## src/rtl/fetch_ctrl.sv

```systemverilog
// Instruction-fetch sequencer: credit-metered requests to a 1-cycle ROM, prefetch FIFO
// toward decode, and epoch-tagged squashing of in-flight words on PC redirect.
module fetch_ctrl #(
    parameter int                 WIDTH      = 32,
    parameter logic [WIDTH-1:0]   RESET_PC   = '0,
    parameter int                 FIFO_DEPTH = 2
) (
    input  logic             clk,
    input  logic             rst,
    output logic             mem_req,
    output logic [WIDTH-1:0] mem_addr,
    input  logic [WIDTH-1:0] mem_rdata,
    input  logic             redirect_valid,
    input  logic [WIDTH-1:0] redirect_pc,
    input  logic             halt,
    output logic             instr_valid,
    output logic [WIDTH-1:0] instr_out,
    output logic [WIDTH-1:0] instr_pc,
    input  logic             instr_ready
);
    localparam int PW = $clog2(FIFO_DEPTH);
    localparam int CW = PW + 1;

    typedef enum logic [1:0] {ST_BOOT, ST_RUN, ST_HALT} state_t;

    state_t             state_q, state_d;
    logic [WIDTH-1:0]   fetch_pc_q, fetch_pc_d;
    logic               epoch_q, epoch_d;
    logic               infl_q, infl_d;
    logic               infl_epoch_q, infl_epoch_d;
    logic [WIDTH-1:0]   infl_pc_q, infl_pc_d;
    logic [PW-1:0]      wr_ptr_q, wr_ptr_d;
    logic [PW-1:0]      rd_ptr_q, rd_ptr_d;
    logic [CW-1:0]      occ_q, occ_d;
    logic [WIDTH-1:0]   fifo_instr_q [FIFO_DEPTH];
    logic [WIDTH-1:0]   fifo_instr_d [FIFO_DEPTH];
    logic [WIDTH-1:0]   fifo_pc_q    [FIFO_DEPTH];
    logic [WIDTH-1:0]   fifo_pc_d    [FIFO_DEPTH];

    logic               pop;
    logic               wr_en;
    logic               can_issue;
    logic [CW-1:0]      credit_used;

    assign instr_valid = (occ_q != '0);
    assign instr_out   = fifo_instr_q[rd_ptr_q];
    assign instr_pc    = fifo_pc_q[rd_ptr_q];
    assign pop         = instr_valid & instr_ready;
    // A word returning from a request issued before the last redirect carries a stale epoch.
    assign wr_en       = infl_q & (infl_epoch_q == epoch_q);
    assign credit_used = occ_q + CW'(infl_q) - CW'(pop);
    assign can_issue   = (state_q == ST_RUN) & ~halt & (credit_used < CW'(FIFO_DEPTH));
    assign mem_req     = can_issue & ~redirect_valid;
    assign mem_addr    = fetch_pc_q;

    always_comb begin
        state_d      = state_q;
        fetch_pc_d   = fetch_pc_q;
        epoch_d      = epoch_q;
        infl_d       = mem_req;
        infl_epoch_d = epoch_q;
        infl_pc_d    = fetch_pc_q;
        wr_ptr_d     = wr_ptr_q;
        rd_ptr_d     = rd_ptr_q;
        occ_d        = occ_q + CW'(wr_en) - CW'(pop);
        fifo_instr_d = fifo_instr_q;
        fifo_pc_d    = fifo_pc_q;

        case (state_q)
            ST_BOOT: state_d = ST_RUN;
            ST_RUN:  if (halt)  state_d = ST_HALT;
            ST_HALT: if (!halt) state_d = ST_RUN;
            default: state_d = ST_BOOT;
        endcase

        if (mem_req)
            fetch_pc_d = fetch_pc_q + WIDTH'(4);
        if (wr_en) begin
            fifo_instr_d[wr_ptr_q] = mem_rdata;
            fifo_pc_d[wr_ptr_q]    = infl_pc_q;
            wr_ptr_d               = wr_ptr_q + PW'(1);
        end
        if (pop)
            rd_ptr_d = rd_ptr_q + PW'(1);

        if (redirect_valid) begin
            fetch_pc_d = redirect_pc & ~WIDTH'(3);
            epoch_d    = ~epoch_q;
            wr_ptr_d   = '0;
            rd_ptr_d   = '0;
            occ_d      = '0;
        end
    end

    always_ff @(posedge clk or posedge rst) begin
        if (rst) begin
            state_q      <= ST_BOOT;
            fetch_pc_q   <= RESET_PC;
            epoch_q      <= 1'b0;
            infl_q       <= 1'b0;
            infl_epoch_q <= 1'b0;
            infl_pc_q    <= '0;
            wr_ptr_q     <= '0;
            rd_ptr_q     <= '0;
            occ_q        <= '0;
            for (int i = 0; i < FIFO_DEPTH; i++) begin
                fifo_instr_q[i] <= '0;
                fifo_pc_q[i]    <= '0;
            end
        end else begin
            state_q      <= state_d;
            fetch_pc_q   <= fetch_pc_d;
            epoch_q      <= epoch_d;
            infl_q       <= infl_d;
            infl_epoch_q <= infl_epoch_d;
            infl_pc_q    <= infl_pc_d;
            wr_ptr_q     <= wr_ptr_d;
            rd_ptr_q     <= rd_ptr_d;
            occ_q        <= occ_d;
            fifo_instr_q <= fifo_instr_d;
            fifo_pc_q    <= fifo_pc_d;
        end
    end

    // The credit check makes a write into a full FIFO without a pop unreachable.
    a_no_overflow: assert property (@(posedge clk) disable iff (rst)
        !(wr_en && !pop && !redirect_valid && occ_q == CW'(FIFO_DEPTH)));

endmodule

```

## config.mk

```make
export PLATFORM = sky130hd
export DESIGN_NAME = fetch_ctrl
export DESIGN_NICKNAME = d
export VERILOG_FILES = /design/src/rtl/fetch_ctrl.sv
export SDC_FILE = /design/constraint.sdc
export NUM_CORES = 1
export LEC_CHECK = 0
export BUFFER_PORTS_ARGS = -buffer_cell sky130_fd_sc_hd__clkbuf_2
export CAP_MARGIN = 10
export CELL_PAD_IN_SITES_DETAIL_PLACEMENT = 0
export CELL_PAD_IN_SITES_GLOBAL_PLACEMENT = 2
export CORE_MARGIN = 1.5
export CORE_UTILIZATION = 40
export DETAILED_ROUTE_END_ITERATION = 10
export GPL_ROUTABILITY_DRIVEN = 0
export GPL_TIMING_DRIVEN = 0
export PLACE_DENSITY = 0.93
export SYNTH_ARGS = -nofsm -noshare
export SYNTH_HDL_FRONTEND = slang
export SYNTH_SLANG_ARGS = --single-unit
```

## constraint.sdc

```tcl
create_clock -name clk -period 10.2 [get_ports clk]
set_clock_uncertainty 0.15 [all_clocks]
set_input_delay 2.04 -clock clk [delete_from_list [all_inputs] [get_ports clk]]
set_output_delay 2.04 -clock clk [all_outputs]
set_load 0.03 [all_outputs]
```

---- Word level (Yosys, flattened, before mapping) ----
Cells that the tools add are included.
word-level totals
  register bits ........................... 201
  output and inout port bits .............. 98
  word-level logic and storage cells ...... 66
operators by class
  $add $sub $neg .......................... 7
  $lt $le $gt $ge ......................... 4
  equality and inequality tests ........... 5
  muxes and demuxes ....................... 20
  bitwise logic cells ..................... 10
  reductions and logical operators ........ 7
operator list
  operator               count
  $mux 32                9
  $bwmux 64              2
  $add 32x3->32 const B  1
  $demux 32 s1           1
  $reduce_bool 2->1      4
  $mux 2                 3
  $pmux 2 s3             1
  $and 1x1->1            5
  $add 2x1->2            2
  $ge 2x2->1 const B     2
  $mux 1                 4
  $ne 2x2->1 const B     2
  $not 1->2              2
  $sub 2x1->2            2
  $not 1->1              3
  $add 1x1->1 const B    2
  $eq 2x1->1 const B     1
  $eq 2x2->1 const B     1
  $logic_not 2->1        1
  $lt 2x1->1 const B     1
  $lt 2x2->1 const B     1
  $reduce_and 2->1       1
  $eq 1x1->1             1
  $logic_and 1x1->1      1

---- Logic depth before layout (Yosys ltp) ----
Gate-level depths: netlist of the first run.
  depth after elaboration ................. 8
  mapped depth ............................ 8
  depth with buffers taken out ............ 7

---- Worst setup path before layout of the first run ----
OpenSTA, ideal clock, no wires.
  kind .................................... input to output
  from .................................... in instr_ready
  to ...................................... out mem_req
  arrival ................................. 3284 ps
  data required time ...................... 8010 ps
  setup slack ............................. 4726 ps
  stages on the path ...................... 3
  path buffers ............................ 0
  cells stage by stage .................... or2b_1 a31o_2 nor3_1
on the way
  longest elaborated chain between the ends .. 5
RTL lines
  what             RTL line  RTL
  start, declared  19        input logic instr_ready
  $and 1x1->1      48        assign pop = instr_valid & instr_ready;
  $sub 2x1->2      51        assign credit_used = occ_q + CW'(infl_q) - CW'(pop);
  $lt 2x2->1       52        assign can_issue = (state_q == ST_RUN) & ~halt & (credit_used < CW'(FIFO_DEPTH));
  $and 1x1->1      52
  $and 1x1->1      53        assign mem_req = can_issue & ~redirect_valid;
  end, declared    10        output logic mem_req,
Every way passes these cells.

---- Final worst setup path of the first run ----
  from .................................... in halt
  to ...................................... out mem_req
on the way
  longest elaborated chain between the ends .. 4
RTL lines
  what                      RTL line  RTL
  start, declared           15        input logic halt,
  $not 1->1                 52
  $and 1x1->1 (2 in a row)  52
  $and 1x1->1               53
Every way passes these cells.

==> results of run 1 <==
## worst max path at each step
stage                     slack (ns)  start            end  cells past startpoint
after floorplan                 2.75    rst        epoch_q                      1
after global placement          0.62    rst  fifo_pc_q[61]                      2
after detailed placement        4.64   halt        mem_req                      5
after CTS                       4.61   halt        mem_req                      5
after global routing            4.45   halt        mem_req                      5
final                           4.65   halt        mem_req                      5
## worst reg2reg max path: stages (launching register included)
cell and delay (ns):
dfrtp_1 0.41, nor3b_1 0.41, o21ai_1 0.30, nor3_1 0.85, nand2_1 0.11, o311ai_0 0.34
## Yosys cell counts (2+ instances only)
library cell / number
xnor2_1: 8
or4_1: 6
and3_1: 3
dfrtp_1: 193
xor2_1: 12
o211ai_1: 6
ha_1: 3
buf_4: 4
nor3_1: 4
or2_2: 5
nor2_1: 23
a21oi_1: 2
nand2_1: 34
o21a_1: 2
a31o_2: 2
nand4_1: 6
inv_1: 6
a31oi_1: 11
o31ai_1: 3
mux2_2: 186
o2111ai_1: 4
o41ai_1: 2
o311ai_0: 3
nand4b_1: 3
mux2i_1: 2
clkbuf_1: 29
nor4_1: 4
o21ai_0: 20
nand3_1: 15
and2_1: 3
or3_1: 4
## routing by layer
layer  part of all wire, %  up-vias
met5                     0        -
met4                   1.2        0
met3                   4.6       16
met2                    47      125
met1                    47     2743
li1                      -     2617
## area by class of cell
cell class,instances,area [um^2]
Buffer,36,158.9
Clock buffer,20,446.7
Clock inverter,12,107.6
Fill cell,1840,10260
Inverter,6,30.03
Multi-Input combinational cell,393,3368
Sequential cell,193,4830
Tap cell,270,337.8
Timing Repair Buffer,161,828.3
## placed cells by master (no fill, tap or decap), types with 3 or more instances in the layout
cell type,synthesis,layout
a31oi_1,11,11
or3_1,4,4
clkbuf_16,0,17
o21ai_0,20,20
o2111ai_1,4,4
o211ai_1,6,6
clkinv_2,0,4
nand2_1,34,34
and3_1,3,3
o311ai_0,3,3
nor4_1,4,4
o31ai_1,3,3
inv_1,6,5
clkinvlp_4,0,3
nor2_1,23,23
ha_1,3,3
dfrtp_1,193,193
buf_4,4,4
conb_1,1,4
or2_2,5,5
xor2_1,12,12
xnor2_1,8,8
nand4b_1,3,3
clkbuf_2,0,160
clkbuf_1,29,31
nand4_1,6,6
mux2_2,186,186
nand3_1,15,15
or4_1,6,6
and2_1,3,3
nor3_1,4,4
## flip-flops by register name, indices dropped and copies added (netlist names)
register,cells
fifo_instr_q,64
infl_q,1
fifo_pc_q,60
wr_ptr_q,1
occ_q,2
rd_ptr_q,1
infl_epoch_q,1
state_q,2
epoch_q,1
mem_addr,30
infl_pc_q,30
## cells by family after synthesis
kind of cell | after synthesis | share of synthesized area, %
DFF | 193 | 57.72
muxes | 188 | 25.27
and+or+nand+nor | 120 | 7.641
AOI/OAI and AO/OA | 58 | 4.620
buffers and inverters | 42 | 2.168
xor gates and xnor gates | 20 | 2.093
adders and majority gates | 3 | 0.4486
other | 1 | 0.04481
## through the flow
stage                     hold slack (ns)  utilization [%]  worst slack (ns)  std cells  area (um^2)
after floorplan                    0.2597                -             2.754        628         8379
after global placement             0.2548            46.74            0.6236       1058         9518
after detailed placement           0.2619            46.91             4.641       1059         9553
after CTS                          0.2869            49.63             4.613       1091        10110
after global routing               0.3016            49.63             4.450       1091        10110
final                              0.2793            49.63             4.646       1091        10110
## power by group
| part | switching, uW | internal, uW | leakage (uW) |
|---|---|---|---|
| clock network | 287 | 344 | 0.000267 |
| logic | 690 | 493 | 0.00198 |
| registers | 133 | 1020 | 0.00235 |
| total | 1110 | 1860 | 0.00460 |
==> impl_results.md, run 1 <==
* Outcome: finished clean
* GRT Util Overall at approximately 18%
* Die W at 147.6 um
* HPWL after DPL at roughly 13000 um
* Post-synth EDFFs at 0
* Die footprint at around 22000 um^2
* Startpoint Class: input pin
* Peak VDD IR at ~0.12 mV
* Synth top area share at around 58%
* Met2 global-route usage at between 20 and 30%
* Antenna Nets Post-Route at 0
* Worst Tran Pin Value at about 0.96 ns
* Crit path max fanout at 7
* Main synth FF type: dfrtp_1
* Residual DRC at 0
* Met3 GRT Util at ~3.6%
* Postcts setup bufs at 0
* Vias in the first global route at ~5500
* Top cell type by total area after synthesis: dfrtp_1
* Ys async rst share at between 90% and 100%
* Synth warnings at 0
* Longest Clk Path Bufs at 2
* Drt first-iter violations at between 150 and 200
* Worst-Skew Late Latency at ~0.42 ns
* Cell family with most CP delay: simple AND/OR/NAND/NOR gates
* Detailed Routing Iterations Pass 1 at 4
* Worst R2R Start: state_q[1]
* Area growth syn-to-layout at 20.78%
* Final setup viols at 0
* Slowest cell delay on critical path at roughly 0.38 ns
* Crit. End Element: output port
* Area of the core at just over 20000 um^2
* Synth Instances at 625
* CTS tree: built
* Largest net degree at the start of global routing at roughly 130
* Lkg Pwr at approximately 0.0046 uW
* Total wire length at roughly 18000 um
* Sink Count at roughly 190
* H-Tree Depth at 4
* First-pass GRT wire length at about 30000 um
* GRT overflow at 0
* Max_cap viols at 0
* Worst path bufs/invs at 2
* Final hold viol count at 0
* R2r worst-path depth at 5
* CTS resizes at 0
* Routed len/inst at 16.79 um
* Required time worst endpoint at ~8.0 ns
* Reg2reg setup slack at approximately 7.5 ns
* Floorplan row count at 52
* Vias at 5501
* Die Height at around 150 um
* Most Used Layer, Global Route: met2
* HP Class: register to register
* Net count, final at just under 900
* RSZ-0062 raised after global routing: no
* Critical path type: input pin to output port
* Clk slew on worst S/H paths at approximately 0.07 ns
* Total CTS buffers at 17
* Synth area leaders: dfrtp_1 58%, mux2_2 25%, nand2_1 1.5%
* Peak Freq at around 180 MHz
* Register area share after synthesis at about 58%
* Mapped Area at roughly 8400 um^2
* Critical path arrival at around 3.4 ns
* Min-Delay Startpoint: mem_addr[29]
* Fin crit period at between 5 and 6 ns
* I/O pin total at 167
* Initial core utilization at between 40% and 50%
* Synth unique cells at 48
* Setup TNS at 0 ns
* Slew margin rel. at 35.71%
* P per Cell Area at just under 300 nW/um^2
* Cell mode on critical path: clkbuf_2
* CP max-delay cell: nor3b_1
* Max-slew violation count at 0
* GR Layer Usage met1 at between 20% and 30%
* Overall Power at roughly 3000 uW
* Hold depth at 0
* Reg-to-Reg End: mem_addr[17]
* Root buffer selected by CTS: clkbuf_16
* Port Buffers at 160
* # diodes at 0
* Crit-path cells: clkbuf_2 -> nor3b_1 -> o21ai_1 -> nor3_1 -> clkbuf_2
* Hold_buf cts at 0
* Mean Syn Cell Area at approximately 13 um^2
* Yosys reg bits at 193
* Initial antenna violation count at 0
* Period utilization at ~54%
* Share of cells above drive strength 1 at 48.48%
* Vias per Instance at 5.042
* Worst Hold Endpoint: infl_pc_q[29]
Note: power is estimated with default switching activity, not from simulation.
==> run 2: changes to the inputs <==
Settings changed: CORE_UTILIZATION 40 to 37, PLACE_DENSITY 0.93 to 0.87.
Clock period 10.2 ns to 5.4 ns, I/O delays scaled along.
==> run 2 against run 1 <==
Compared with the run above:
- sequential cell count unchanged
- routed wire length is 3.0% higher
- critical endpoint unchanged
- non-clock buffer count rose by 4
==> impl_results.md, run 2 (same netlist as run 1, synthesis figures left out) <==
* Max FFs per register at 64
* Reg2reg setup slack at between 2 and 3 ns
* Slowest cell delay on critical path at roughly 0.44 ns
* Peak VDD IR at about 0.19 mV
* Net count, final at just under 900
* Die Height at 153.4 um
* Max_cap viols at 0
* CTS resizes at 0
* Filler cell count at slightly above 2000
* Outcome: finished clean
* Lkg Pwr at 0.004637 uW
* # diodes at 0
* Total CTS buffers at 17
* Initial core utilization at a little under two fifths
* First-pass GRT wire length at 30780 um
* Critical path arrival at around 2.5 ns
* Drt first-iter violations at around 230
* Vias at 5492
* Startpoint Class: input pin
* Crit-path cells: clkbuf_2 -> nor3b_1 -> o21ai_1 -> nor3_1 -> clkbuf_2
* Worst-Skew Late Latency at roughly 0.43 ns
* Sw Ratio at 37.69%
* Sink Count at 193
* Detailed Routing Iterations Pass 1 at 4
* Hold_buf cts at 0
* Max-slew violation count at 0
* Antenna Nets Post-Route at 0
* Crit. End Element: output port
* RSZ-0062 raised after global routing: no
* Peak Freq at 268.7 MHz
* Routed len/inst at roughly 17 um
* Overall Power at 5661 uW
* Total wire length at between 15000 and 20000 um
* Seq pwr share at 38.5%
* Residual DRC at 0
* Period utilization at around 69%
* NetSw at roughly 2100 uW
* Regs by FF count: fifo_instr_q x64, fifo_pc_q x60
* H-Tree Depth at 4
* Vias per Instance at between 4 and 5
* Cell family with most CP delay: simple AND/OR/NAND/NOR gates
* Fin crit period at roughly 3.7 ns
* I/O pin total at roughly 170
* Share of cells above drive strength 1 at 48.73%
* Final setup viols at 0
* Clk slew on worst S/H paths at 0.07 ns
* GRT overflow at 0
* Crit path max fanout at 7
* Floorplan row count at 54
* Worst Tran Pin Value at about 0.9 ns
* Reg with most FFs: fifo_instr_q
* Postcts setup bufs at 0
* Longest Clk Path Bufs at 2
* Setup TNS at 0 ns
* Most common cell after layout, fill and taps aside: dfrtp_1
* Initial antenna violation count at 0
* Die footprint at 23530 um^2
* Required time worst endpoint at roughly 4.2 ns
* HP Class: register to register
* Final hold viol count at 0
* Area growth syn-to-layout at 21.96%
* Cell mode on critical path: clkbuf_2
* CP max-delay cell: nor3b_1
* Die W at roughly 150 um
* Worst path bufs/invs at 2
* Vias in the first global route at between 5000 and 6000
* Slew margin rel. at 40.83%
* Most frequent cells in the layout: 193 x dfrtp_1, 186 x mux2_2, 160 x clkbuf_2
* GRT Util Overall at between 15 and 20%
* Critical path type: input pin to output port
* P per Cell Area at 554.6 nW/um^2
* Root buffer selected by CTS: clkbuf_16
* Largest net degree at the start of global routing at between 40 and 50
* HPWL after DPL at 13940 um
* Clk pwr share at 21.7%
* Combinational power share at roughly two fifths
* CTS tree: built
* Cell Int Power at approximately 3500 uW
* Port Buffers at 160
* Area of the core at 22030 um^2
-- run 2: cell types whose count changed in the layout (fill, tap and decap cells not counted), sizes merged --
| cell | before | now |
|---|---|---|
| buf | 8 | 12 |
| clkinv | 6 | 4 |
| inv | 8 | 10 |
-- run 2: routing by layer --
layer | wire [um] | GRT usage [%]
met4 | 290 | 5.409
met3 | 592 | 2.864
met1 | 8855 | 22.33
met2 | 9130 | 28.23
met5 | 0 | 0
-- run 2: power groups by stage --
stage	Sequential (uW)	Combinational, uW	Clock, uW
floorplan	2180	1690	0
global placement	2200	2250	0
detailed placement	2210	2280	0
CTS	2180	2290	1270
global route	2250	2410	1330
finish	2180	2250	1230
-- run 2: stage by stage --
stage / std cells / utilization, % / area [um^2] / hold WS (ns) / worst slack (ns)
after detailed placement: 1073 / 43.74 / 9634 / 0.2573 / 1.702
after floorplan: 628 / - / 8383 / 0.2597 / 1.680
after global placement: 1068 / 43.29 / 9534 / 0.2540 / 0.4802
after CTS: 1105 / 46.34 / 10210 / 0.2853 / 1.601
after global routing: 1105 / 46.34 / 10210 / 0.3010 / 1.544
final: 1105 / 46.34 / 10210 / 0.2824 / 1.678
-- run 2: path summary, 6_finish.rpt --
check | start | endpoint | cells after the start
setup / recovery | halt | mem_req | 5
hold / removal | mem_addr[20] | infl_pc_q[20] | 0
setup reg to reg | state_q[1] | mem_addr[17] | 5
hold reg to reg | mem_addr[20] | infl_pc_q[20] | 0
max in group asynchronous | rst | mem_addr[26] | 4
min in group asynchronous | rst | fifo_instr_q[27] | 2
-- run 2: area by class of cell --
type / instances / area (um^2) / share of cell area, %
sequential: 193 / 4830 / 47.32
clock inverter: 12 / 125.1 / 1.226
inverter: 6 / 26.28 / 0.2574
multi-input combinational: 393 / 3368 / 33.00
tap: 280 / 350.3 / 3.433
buffer: 36 / 158.9 / 1.557
timing repair buffer: 165 / 900.9 / 8.827
clock buffer: 20 / 446.7 / 4.377
==> run 3: changes to the inputs <==
Settings changed: CORE_UTILIZATION 37 to 34, PLACE_DENSITY 0.87 to 0.85.
Clock period 5.4 ns to 3.11 ns, I/O delays scaled along.
==> run 3 against run 2 <==
Compared with the run above:
- sequential cell count unchanged
- cell area increased by 0.91%
- count of clock-buffer cells in the layout decreased by 2
- die area increased by 8.6%
- utilization decreased by 3.9 points
- sequential share of layout area decreased by 0.43 points
- first-iteration DRC count increased by 6.0%
- combinational power increased by 73%
- largest cell class unchanged
==> impl_results.md, run 3 (same netlist as run 1, synthesis figures left out) <==
* Outcome: finished clean
* Filler cell count at approximately 2300
* Detailed Routing Iterations Pass 1 at 4
* H-Tree Depth at 4
* I/O pin total at 167
* Die Height at 159.9 um
* GRT overflow at 0
* First-pass GRT wire length at 31570 um
* DR top layer: met4
* Worst Tran Pin Value at just over 0.9 ns
* Routed len/inst at 16.89 um
* Reg2reg setup slack at approximately 0.42 ns
* RSZ-0062 raised after global routing: no
* Share of cells above drive strength 1 at roughly half
* HP Class: input pin to asynchronous set/reset pin
* Largest net degree at the start of global routing at 44
* Total wire length at around 19000 um
* CTS tree: built
* Number of cells after detailed placement at around 1100
* Port Buffers at 160
* Initial core utilization at 34.51%
* Lkg Pwr at ~0.0047 uW
* Worst R2R Start: state_q[1]
* Slowest cell delay on critical path at around 0.62 ns
* Area growth syn-to-layout at 23.07%
* Drt first-iter violations at 247
* Postcts setup bufs at 0
* Residual DRC at 0
* GRT Util Overall at 15.91%
* Peak VDD IR at ~0.37 mV
* Initial antenna violation count at 0
* Fin crit period at 2.973 ns
* Met2 WL at between 9000 and 10000 um
* Final Non-Filler Cells at approximately 1100
* # diodes at 0
* CP max-delay cell: dfrtp_1
* Period utilization at between 90% and 100%
* Critical path arrival at 2.20 ns
* Final hold viol count at 0
* Crit. End Element: output port
* Longest Clk Path Bufs at 2
* Area of the core at between 20000 and 25000 um^2
* Final setup viols at 0
* Crit-path cells: clkbuf_1 -> mux2_2 -> clkbuf_2
* Crit path max fanout at 10
* Vias per Instance at between 4 and 5
* Required time worst endpoint at 2.34 ns
* Met1 WL at a little over 9000 um
* Net count, final at slightly below 900
* Antenna Nets Post-Route at 0
* Critical path type: register to output port
* P per Cell Area at 964.3 nW/um^2
* Startpoint Class: register
* Floorplan row count at 57
* Max FFs per register at 64
* Clk slew on worst S/H paths at 0.07 ns
* Worst-Skew Late Latency at approximately 0.43 ns
* Max-slew violation count at 0
* Reg with most FFs: fifo_instr_q
* Sink Count at approximately 190
* First element of the critical path: rd_ptr_q
* Vias at approximately 5500
* Most frequent cells in the layout: 193 x dfrtp_1, 186 x mux2_2, 162 x clkbuf_2
* Root buffer selected by CTS: clkbuf_16
* Total CTS buffers at 17
* Regs by FF count: fifo_instr_q x64, fifo_pc_q x60
* Slew margin rel. at between 30% and 40%
* Peak Freq at 336.3 MHz
* Die footprint at ~26000 um^2
* HPWL after DPL at 14120 um
* Max_cap viols at 0
* Hold_buf cts at 0
* Vias in the first global route at 5775
* Final instance area at about 10000 um^2
* Post-Place Cell Area at 9689 um^2
* Reg-to-Reg End: mem_addr[17]
* R2r worst-path depth at 5
* Met3 routed WL at around 770 um
* Die W at between 150 and 200 um
* Most common cell after layout, fill and taps aside: dfrtp_1
==> run 3: cell count changes in the layout (fill, tap and decap cells not counted) <==
cell / before / now
inv_8: 2 / 3
clkbuf_2: 160 / 162
clkinv_8: 0 / 3
clkinv_2: 1 / 0
clkinv_4: 3 / 1
inv_6: 3 / 4
clkbuf_1: 31 / 26
==> run 3: per-stage QoR <==
stage / setup TNS [ns] / total power (uW) / utilization (%) / setup slack, ns / hold slack [ns]
2_1_floorplan: -29.42 / 6713 / - / -0.1524 / 0.2597
3_3_place_gp: -265.78 / 7732 / 39.55 / -1.400 / 0.2304
3_5_place_dp: 0 / 7808 / 39.96 / 0.1252 / 0.2444
4_1_cts: 0 / 10080 / 42.47 / 0.02030 / 0.08772
5_1_grt: 0 / 10490 / 42.47 / 0.0005278 / 0.1209
6_report: 0 / 9931 / 42.47 / 0.1366 / 0.09844
==> run 3: timing repair <==
| item | CTS | global route |
|---|---|---|
| setup endpoints to repair | 59 | 0 |
| endpoints found under the hold margin | 0 | 0 |
| gates resized for setup | 2 | 0 |
==> run 3: worst max-delay path by stage <==
stage | to | slack [ns] | depth (start not counted)
finish | instr_pc[10] | 0.14 | 3
global route | instr_out[4] | 0.0005 | 3
CTS | instr_pc[11] | 0.02 | 3
detailed placement | mem_addr[17] | 0.13 | 6
global placement | fifo_instr_q[33] | -1.40 | 2
floorplan | epoch_q | -0.15 | 1
==> run 3: per-layer routing <==
| layer | track usage [%] | vias to the layer above |
|---|---|---|
| met4 | 4.545 | 0 |
| met3 | 3.714 | 14 |
| met1 | 21.38 | 2741 |
| met2 | 25.74 | 121 |
| li1 | - | 2621 |
| met5 | 0 | - |
==> run 3: worst max-delay path, delay by kind of cell, from the launching register on <==
family                 cells  cell delay, ns
buffers and inverters      2            0.73
DFF                        1            0.62
muxes                      1            0.42
==> run 3: area by class of cell <==
class | count | area [um^2] | share of cell area [%]
plain buffers | 35 | 157.7 | 1.531
clock inverters | 14 | 171.4 | 1.664
multi-input cells | 393 | 3368 | 32.71
inverters | 6 | 26.28 | 0.2551
clock buffers | 18 | 439.2 | 4.264
well taps | 324 | 405.4 | 3.936
flip-flops and latches | 193 | 4830 | 46.90
repair buffers | 165 | 900.9 | 8.747
==> run 3: power by group <==
group | leakage (uW) | switching, uW | internal [uW]
Clock | 0.000292 | 1050 | 1180
Sequential | 0.00235 | 453 | 3350
Combinational | 0.00202 | 2280 | 1630
